<file path="config.mk">
export PLATFORM = sky130hd
export DESIGN_NAME = muxn_rr_reg
export DESIGN_NICKNAME = d
export VERILOG_FILES = /design/src/rtl/muxn_rr_reg_pkg.sv /design/src/rtl/muxn_rr_reg_rr_arbiter.sv /design/src/rtl/muxn_rr_reg.sv
export SDC_FILE = /design/constraint.sdc
export NUM_CORES = 1
export LEC_CHECK = 0
export CAP_MARGIN = 20
export CORE_UTILIZATION = 40
export CTS_BUF_LIST = sky130_fd_sc_hd__clkbuf_4 sky130_fd_sc_hd__clkbuf_8
export DETAILED_ROUTE_END_ITERATION = 12
export PLACE_DENSITY = 0.82
export SYNTH_ARGS = -nofsm -noshare
export SYNTH_HDL_FRONTEND = slang
export SYNTH_HIERARCHICAL = 1
export SYNTH_SLANG_ARGS = --single-unit
</file>
<file path="constraint.sdc">
create_clock -name clk -period 3.7 [get_ports clk]
set_input_delay 1.11 -clock clk [delete_from_list [all_inputs] [get_ports clk]]
set_output_delay 1.11 -clock clk [all_outputs]
set_load 0.05 [all_outputs]
</file>
<file path="src/rtl/muxn_rr_reg_pkg.sv">
// Shared definitions for the registered N-channel multiplexer.
//   mode_e     : MODE_SEL (direct select by s) / MODE_RR (round-robin)
//   DEF_WIDTH  : default data width per channel
//   DEF_NCH    : default number of input channels
package muxn_rr_reg_pkg;

  typedef enum logic {
    MODE_SEL = 1'b0,
    MODE_RR  = 1'b1
  } mode_e;

  localparam int unsigned DEF_WIDTH = 8;
  localparam int unsigned DEF_NCH   = 4;

endpackage

</file>
<file path="src/rtl/muxn_rr_reg_rr_arbiter.sv">
// Combinational round-robin arbiter.
// The search starts at the channel after ptr and wraps modulo NCH, so the
// channel granted last has the lowest priority next time.
//   req     in   NCH   request per channel
//   ptr     in   SELW  last granted channel
//   en      in   1     evaluate a grant; no grant when low
//   gnt_idx out  SELW  granted channel index (0 when no grant)
//   gnt_any out  1     a channel was granted
module rr_arbiter #(
  parameter int unsigned NCH  = 4,
  localparam int unsigned SELW = $clog2(NCH)
) (
  input  logic [NCH-1:0]  req,
  input  logic [SELW-1:0] ptr,
  input  logic            en,
  output logic [SELW-1:0] gnt_idx,
  output logic            gnt_any
);

  int unsigned idx;

  always_comb begin
    gnt_idx = '0;
    gnt_any = 1'b0;
    idx     = 0;
    if (en) begin
      for (int unsigned k = 1; k <= NCH; k++) begin
        idx = (int'(ptr) + k) % NCH;
        if (!gnt_any && req[idx]) begin
          gnt_any = 1'b1;
          gnt_idx = SELW'(idx);
        end
      end
    end
  end

endmodule

</file>
<file path="src/rtl/muxn_rr_reg.sv">
// Registered N-channel, W-bit multiplexer with valid/ready handshakes.
// Mode 0 forwards channel s; mode 1 arbitrates round-robin over valid
// channels. One output register stage; a new word loads in the same cycle
// the held word drains.
//   clk, rst_n   clock, synchronous active-low reset
//   in_data      NCH*WIDTH  channel i at [i*WIDTH +: WIDTH]
//   in_valid     NCH        channel i holds a word
//   in_ready     NCH        channel i word accepted this cycle (combinational)
//   s            SELW       channel select (mode 0)
//   mode         1          0 = MODE_SEL, 1 = MODE_RR
//   y, y_valid   registered output word and its valid
//   y_ready      downstream accepts y
//   y_ch         SELW       source channel of y
//   y_par        1          ^y, registered (only with MUXN_PARITY_EN)
// Optional feature macro: MUXN_PARITY_EN
module muxn_rr_reg
  import muxn_rr_reg_pkg::*;
#(
  parameter int unsigned WIDTH = DEF_WIDTH,
  parameter int unsigned NCH   = DEF_NCH,
  localparam int unsigned SELW = $clog2(NCH)
) (
  input  logic                 clk,
  input  logic                 rst_n,
  input  logic [NCH*WIDTH-1:0] in_data,
  input  logic [NCH-1:0]       in_valid,
  output logic [NCH-1:0]       in_ready,
  input  logic [SELW-1:0]      s,
  input  logic                 mode,
  output logic [WIDTH-1:0]     y,
  output logic                 y_valid,
  input  logic                 y_ready,
  output logic [SELW-1:0]      y_ch
`ifdef MUXN_PARITY_EN
  ,
  output logic                 y_par
`endif
);

  logic [SELW-1:0]  rr_ptr;
  logic             load_en;
  logic             rr_en;
  logic [SELW-1:0]  rr_idx;
  logic             rr_any;
  logic             sel_ok;
  logic             granted;
  logic [SELW-1:0]  grant;
  logic [WIDTH-1:0] sel_data;
  mode_e            mode_q;

  assign mode_q  = mode_e'(mode);
  // Gating with rst_n keeps in_ready low while reset is asserted.
  assign load_en = rst_n && (!y_valid || y_ready);
  assign rr_en   = load_en && (mode_q == MODE_RR);

  rr_arbiter #(.NCH(NCH)) u_arb (
    .req     (in_valid),
    .ptr     (rr_ptr),
    .en      (rr_en),
    .gnt_idx (rr_idx),
    .gnt_any (rr_any)
  );

  always_comb begin
    sel_ok   = 1'b0;
    granted  = 1'b0;
    grant    = '0;
    in_ready = '0;
    if (int'(s) < NCH) begin
      sel_ok = in_valid[s];
    end
    if (mode_q == MODE_RR) begin
      granted = rr_any;
      grant   = rr_idx;
    end else begin
      granted = load_en && sel_ok;
      grant   = s;
    end
    if (load_en && granted) begin
      in_ready[grant] = 1'b1;
    end
  end

  assign sel_data = in_data[int'(grant)*WIDTH +: WIDTH];

  always_ff @(posedge clk) begin
    if (!rst_n) begin
      y       <= '0;
      y_valid <= 1'b0;
      y_ch    <= '0;
      rr_ptr  <= SELW'(NCH - 1);
    end else if (load_en) begin
      if (granted) begin
        y       <= sel_data;
        y_ch    <= grant;
        y_valid <= 1'b1;
        if (mode_q == MODE_RR) begin
          rr_ptr <= grant;
        end
      end else begin
        y_valid <= 1'b0;
      end
    end
  end

`ifdef MUXN_PARITY_EN
  always_ff @(posedge clk) begin
    if (!rst_n) begin
      y_par <= 1'b0;
    end else if (load_en && granted) begin
      y_par <= ^sel_data;
    end
  end
`endif

endmodule

</file>
**Word level (Yosys, flattened, before mapping)**

Cells that the tools add are included.

- Input bits: 42
- Output and inout port bits: 15
- Register bits: 13
- Logic and storage cells: 60

- Shift-type cells: 1
- Reductions and logical operators: 15
- Mux-type cells: 29
- $add $sub $neg: 4
- $lt $le $gt $ge: 7

Operator list:

| kind | count |
|---|---|
| indexed part select 32 x 6 -> 8 bit | 1 |
| less-than comparator 2 x 3 -> 1 bit (second input constant) | 6 |
| 2-to-1 mux 1 bit | 16 |
| 2-to-1 mux 2 bit | 6 |
| binary-select mux 1 bit (select 2 bit) | 5 |
| logical AND 1 bit | 8 |
| adder 2 x 1 -> 2 bit (second input constant) | 2 |
| adder 2 bit (second input constant) | 2 |
| zero test 1 bit | 4 |
| 2-to-1 mux 4 bit | 1 |
| AND reduction 3 bit | 1 |
| demux 1 bit (select 2 bit) | 1 |
| >= comparator 2 x 1 -> 1 bit (second input constant) | 1 |
| AND reduction 2 bit | 1 |
| logical OR 1 bit | 1 |

**Depth between registers and ports, before layout**

- Depth in word-level cells: 23
- Depth in mapped cells: 10
- Gate-level depth less buffers: 8

**Modules after synthesis**

The synthesis kept the hierarchy.

By module, submodules not included:

| module | area an instance (µm²) | instances | sequential area each (µm²) | cells an instance |
|---|---|---|---|---|
| muxn_rr_reg | 902.1 | 1 | 260.2 | 77 |
| rr_arbiter | 147.6 | 1 | 0.0 | 22 |

**Worst setup path before layout**

OpenSTA, ideal clock, no wires.

- Path kind: input -> output
- From: input y_ready
- To: output in_ready[3]
- Stages on the path: 7
- Path slack: -608 ps
- Arrival time: 3,198 ps
- Required time: 2,590 ps
- Buffers on the path: 1
- Cells stage by stage: nand2b_1 and3_1 o41a_1 a222oi_1 or2b_4 buf_12 nor3_1

- Elaborated cells between the ends (all ways): 15
- Those cells by class: order compare: 2; mux: 7; reduce/logical: 6

RTL lines:

| item | RTL line | RTL |
|---|---|---|
| from (decl) | muxn_rr_reg.sv:32 | `input logic y_ready,` |
| logical OR 1 bit | muxn_rr_reg.sv:53 | `assign load_en = rst_n && (!y_valid \|\| y_ready);` |
| logical AND 1 bit | muxn_rr_reg.sv:53 |  |
| logical AND 1 bit | muxn_rr_reg.sv:54 | `assign rr_en = load_en && (mode_q == MODE_RR);` |
| net rr_en | muxn_rr_reg.sv:42 | `logic rr_en;` |
| 2-to-1 mux 1 bit | muxn_rr_reg_rr_arbiter.sv:26 | `if (en) begin` |
| net rr_any | muxn_rr_reg.sv:44 | `logic rr_any;` |
| 2-to-1 mux 1 bit | muxn_rr_reg.sv:72 | `if (mode_q == MODE_RR) begin` |
| logical AND 1 bit | muxn_rr_reg.sv:79 | `if (load_en && granted) begin` |
| 2-to-1 mux 4 bit | muxn_rr_reg.sv:79 |  |
| to (decl) | muxn_rr_reg.sv:27 | `output logic [NCH-1:0] in_ready,` |

The timed path passes the listed nets, and every way through them passes these cells.

**Final worst setup path**

- From: input in_valid[1]
- To: output in_ready[0]

- Longest elaborated chain between the ends: 22
- Elaborated cells between the ends (all ways): 39
- Those cells by class: order compare: 2; mux: 28; reduce/logical: 9

Ends and longest elaborated chain:

| item | RTL line | RTL |
|---|---|---|
| from (decl) | muxn_rr_reg.sv:26 | `input logic [NCH-1:0] in_valid,` |
| binary-select mux 1 bit (select 2 bit) | muxn_rr_reg_rr_arbiter.sv:29 | `if (!gnt_any && req[idx]) begin` |
| 2-to-1 mux 1 bit (implied by the code) | muxn_rr_reg_rr_arbiter.sv:29 |  |
| 2-to-1 mux 1 bit | muxn_rr_reg_rr_arbiter.sv:29 |  |
| 2-to-1 mux 1 bit | muxn_rr_reg_rr_arbiter.sv:26 |  |
| zero test 1 bit | muxn_rr_reg_rr_arbiter.sv:29 |  |
| logical AND 1 bit | muxn_rr_reg_rr_arbiter.sv:29 |  |
| 2-to-1 mux 1 bit | muxn_rr_reg_rr_arbiter.sv:29 |  |
| 2-to-1 mux 1 bit | muxn_rr_reg_rr_arbiter.sv:26 |  |
| [7 not listed] | -- |  |
| 2-to-1 mux 2 bit (*) | muxn_rr_reg_rr_arbiter.sv:26 |  |
| net rr_idx[1] | muxn_rr_reg.sv:43 | `logic [SELW-1:0] rr_idx;` |
| 2-to-1 mux 2 bit (*) | muxn_rr_reg.sv:72 |  |
| less-than comparator 2 x 3 -> 1 bit (implied by the code) / >= comparator 2 x 1 -> 1 bit (equally long branches) | muxn_rr_reg.sv:80 | `in_ready[grant] = 1'b1;` |
| logical AND 1 bit (implied by the code) | muxn_rr_reg.sv:80 |  |
| 2-to-1 mux 1 bit (implied by the code) | muxn_rr_reg.sv:80 |  |
| demux 1 bit (select 2 bit) (*) | muxn_rr_reg.sv:80 |  |
| 2-to-1 mux 4 bit (*) | muxn_rr_reg.sv:79 |  |

The timed path passes the listed nets; every way through them passes the cells marked *. The select of a mux whose other input is x is not followed.

==> summary.log <==
INFO  synth          synthCells=99
INFO  clock_tree     library_cell_used_as_clock_root_buffer=sky130_fd_sc_hd__clkbuf_4
INFO  synth          ys_ff_latch=13
INFO  synth          dominantRegCellSynth=sky130_fd_sc_hd__dfxtp_1
INFO  timing         final.hold.worst_slack=467ps
INFO  timing         clock.fmax=267MHz
INFO  route          dr.first_iter.drc_count=21
INFO  worst_setup_path timing.critical_path.to_type=output pin
INFO  hold_path      hold_path_class=register to register
INFO  pwr            p_leak=0.000873uW
INFO  synth          netlist_area=1050um^2
INFO  die            design.portCount=57
INFO  die            die_height=53.2um
INFO  worst_setup_path cp-start-kind=input pin
INFO  timing         fin_skew=3.11ps
INFO  place          port-buffer-count=56
INFO  synth          synth_edf_count=0
INFO  synth          syn-mean-instance-area=10.6um^2
INFO  final_layout   layout-drive-gt1-share=38.7%
INFO  die            floorplan.initialDensity=42.4%
INFO  pwr            vdd_ir_drop_max=0.208mV
INFO  route          postRouteWirelength=3380um
INFO  route          drc=0
INFO  route          first_pass_iters=4
INFO  final_layout   area_growth=85.6%
INFO  global_routing global_route.overflow_total=0
INFO  timing         setup_slack=-46.0ps
INFO  worst_setup_path worstPathRequired=2590ps
INFO  route          routed-via-count=1,148
INFO  die            core_area=2480um^2
INFO  global_routing grt_pass1_wl=4630um
INFO  global_routing grt_pass1_vias=1,058
INFO  worst_setup_path timing.critical_path.arrival=2640ps
INFO  timing         setup_violations=3
INFO  final_layout   num-fill-cells=147
INFO  timing         relSlewSlack=65.2%
INFO  place          gp_routability_congestion=0.806
INFO  worst_setup_path critPathMaxFanout=7
INFO  synth          seq_area_frac_synth=24.8%
INFO  clock_tree     clkTransAtPathRegs=80ps
INFO  synth          synth_nets=141
INFO  die            floorplan.die.width=53.2um
INFO  timing         fin_crit=3750ps
INFO  clock_tree     depth_of_the_cts_h_tree=1
INFO  timing         rsz0062_at_grt=yes
INFO  status         failed_checks=setup timing
INFO  die            design.die.area=2830um^2
INFO  route          detail_route_antenna_nets=0
INFO  clock_tree     cts-hold-fix-buffers=0
INFO  synth          synth.yosys.warnings=6
INFO  clock_tree     numCtsBuffers=3
INFO  timing         fin_crit_sh=101%
INFO  pwr            fin_total_pwr=504uW
INFO  synth          synth.distinct_cells=36
INFO  clock_tree     tritoncts_clock_tree=yes
INFO  clock_tree     insertion_delay=280ps
INFO  die            placementRows=18
INFO  route          wl_per_cell=16.0um
INFO  worst_setup_path crit_type=input pin to output pin
INFO  clock_tree     clock-sinks=13
INFO  place          detailedPlacementHpwl=2340um
INFO  pwr            power-per-cell-area=259nW/um^2
INFO  global_routing pin_count_of_the_biggest_net_entering_global_routing=16
INFO  timing         worst-slew-pin-transition=521ps
INFO  timing         timing_max_transition_violations_final=0
INFO  status         status=complete, but fails checks
INFO  clock_tree     cts-root-to-sink-buffers=2
INFO  global_routing grt_util_all_layers=22.9%
INFO  final_layout   inserted_diodes=0
INFO  flow_run       maxCapViolCount=0
INFO  timing         final-hold-violation-count=0
INFO  synth          synth_async_sr_flop_share=0%
INFO  final_layout   design.final.nets=224
INFO  global_routing antenna_found_initial=0
INFO  route          viasPerCell=5.44
final timing paths:
path,from,to,slack (ps),cells after the start
hold / removal,y_ch[0],y_ch[0],470,2
setup / recovery,in_valid[1],in_ready[0],-50,9
setup reg to reg,rr_ptr[1],y[2],950,11
hold reg to reg,y_ch[0],y_ch[0],470,2
report_power, final:
part / internal, uW / leakage (uW) / switching [uW]
combinational: 129 / 0.000748 / 117
sequential: 152 / 0.000107 / 9.22
clock: 49.2 / 0.0000184 / 47.3
total: 330 / 0.000873 / 174
synthesized netlist by cell type (3+ instances only):
master / count / area [um^2]
sky130_fd_sc_hd__dfxtp_1: 13 / 260
sky130_fd_sc_hd__nand2_1: 4 / 15.0
sky130_fd_sc_hd__mux4_1: 4 / 105
sky130_fd_sc_hd__mux2i_1: 4 / 40.0
sky130_fd_sc_hd__nor2b_1: 4 / 25.0
sky130_fd_sc_hd__a21oi_1: 3 / 15.0
sky130_fd_sc_hd__inv_1: 11 / 41.3
sky130_fd_sc_hd__buf_6: 3 / 33.8
sky130_fd_sc_hd__o21ai_2: 7 / 61.3
sky130_fd_sc_hd__o21ai_0: 4 / 20.0
sky130_fd_sc_hd__o211ai_1: 8 / 60.1
sky130_fd_sc_hd__nor3b_2: 3 / 37.5
sky130_fd_sc_hd__mux4_2: 4 / 90.1
critical path: stages:
cell                      delay (ps)
sky130_fd_sc_hd__buf_6            90
sky130_fd_sc_hd__buf_6           120
sky130_fd_sc_hd__nor3b_4         200
sky130_fd_sc_hd__a21oi_4          60
sky130_fd_sc_hd__o41ai_4         200
sky130_fd_sc_hd__a31oi_1          90
sky130_fd_sc_hd__mux2i_2         290
sky130_fd_sc_hd__and4b_2         310
sky130_fd_sc_hd__buf_8           150
state kept, by name, summed over array words and instances, names as in the netlist:
name	count
y	8
rr_ptr	2
y_ch	2
y_valid	1
layout by cell type, fill, tap and decap left out, drive strengths merged, types with 2 or more instances in the layout:
cell / n
clkdlybuf4s50: 43
buf: 36
dfxtp: 13
inv: 11
o21ai: 11
o211ai: 8
mux4: 8
mux2i: 6
clkbuf: 6
nand2: 4
nor2b: 4
nor3b: 4
dlymetal6s2s: 3
a21oi: 3
nand3: 2
mux2: 2
and2: 2
o22ai: 2
area by class of cell:
cell class,instances,area [um^2],area share [%]
Timing Repair Buffer,85,810,41.6
Multi-Input combinational cell,68,769,39.5
Sequential cell,13,260,13.4
Inverter,11,41.3,2.12
Tap cell,30,37.5,1.93
Clock buffer,4,30.0,1.54
metrics by stage:
| step | utilization (%) | worst slack (ps) | area [um^2] | instances | setup TNS [ps] |
|---|---|---|---|---|---|
| after global placement | 71.1 | -390 | 1760 | 199 | -1480 |
| after global routing | 78.6 | -103 | 1950 | 211 | -392 |
| final | 78.6 | -46.0 | 1950 | 211 | -94.5 |
| after CTS | 73.7 | -320 | 1830 | 204 | -1060 |
| after detailed placement | 71.1 | -461 | 1760 | 199 | -1790 |
| after floorplan | - | -93.4 | 1090 | 99 | -109 |
repair_timing:
action / CTS / global route
setup buffers: 3 / 7
setup endpoints to repair: 4 / 4
gates resized for setup: 16 / 29
pin swaps: 7 / 9
layer usage:
metal | vias to the layer above | track usage, % | share of wire [%]
met5 | - | 0 | 0
met4 | 0 | 11.4 | 3.1
met3 | 10 | 2.87 | 4.8
met2 | 55 | 39.4 | 53
met1 | 540 | 27.5 | 39
li1 | 543 | - | -
logic make-up after synthesis:
logic type,synth area share [%]
simple gates,14.3
flops,24.8
mux,28.4
buf+inv,10.8
compound gates,21.7
No activity file was read; power rests on OpenSTA's default activity.
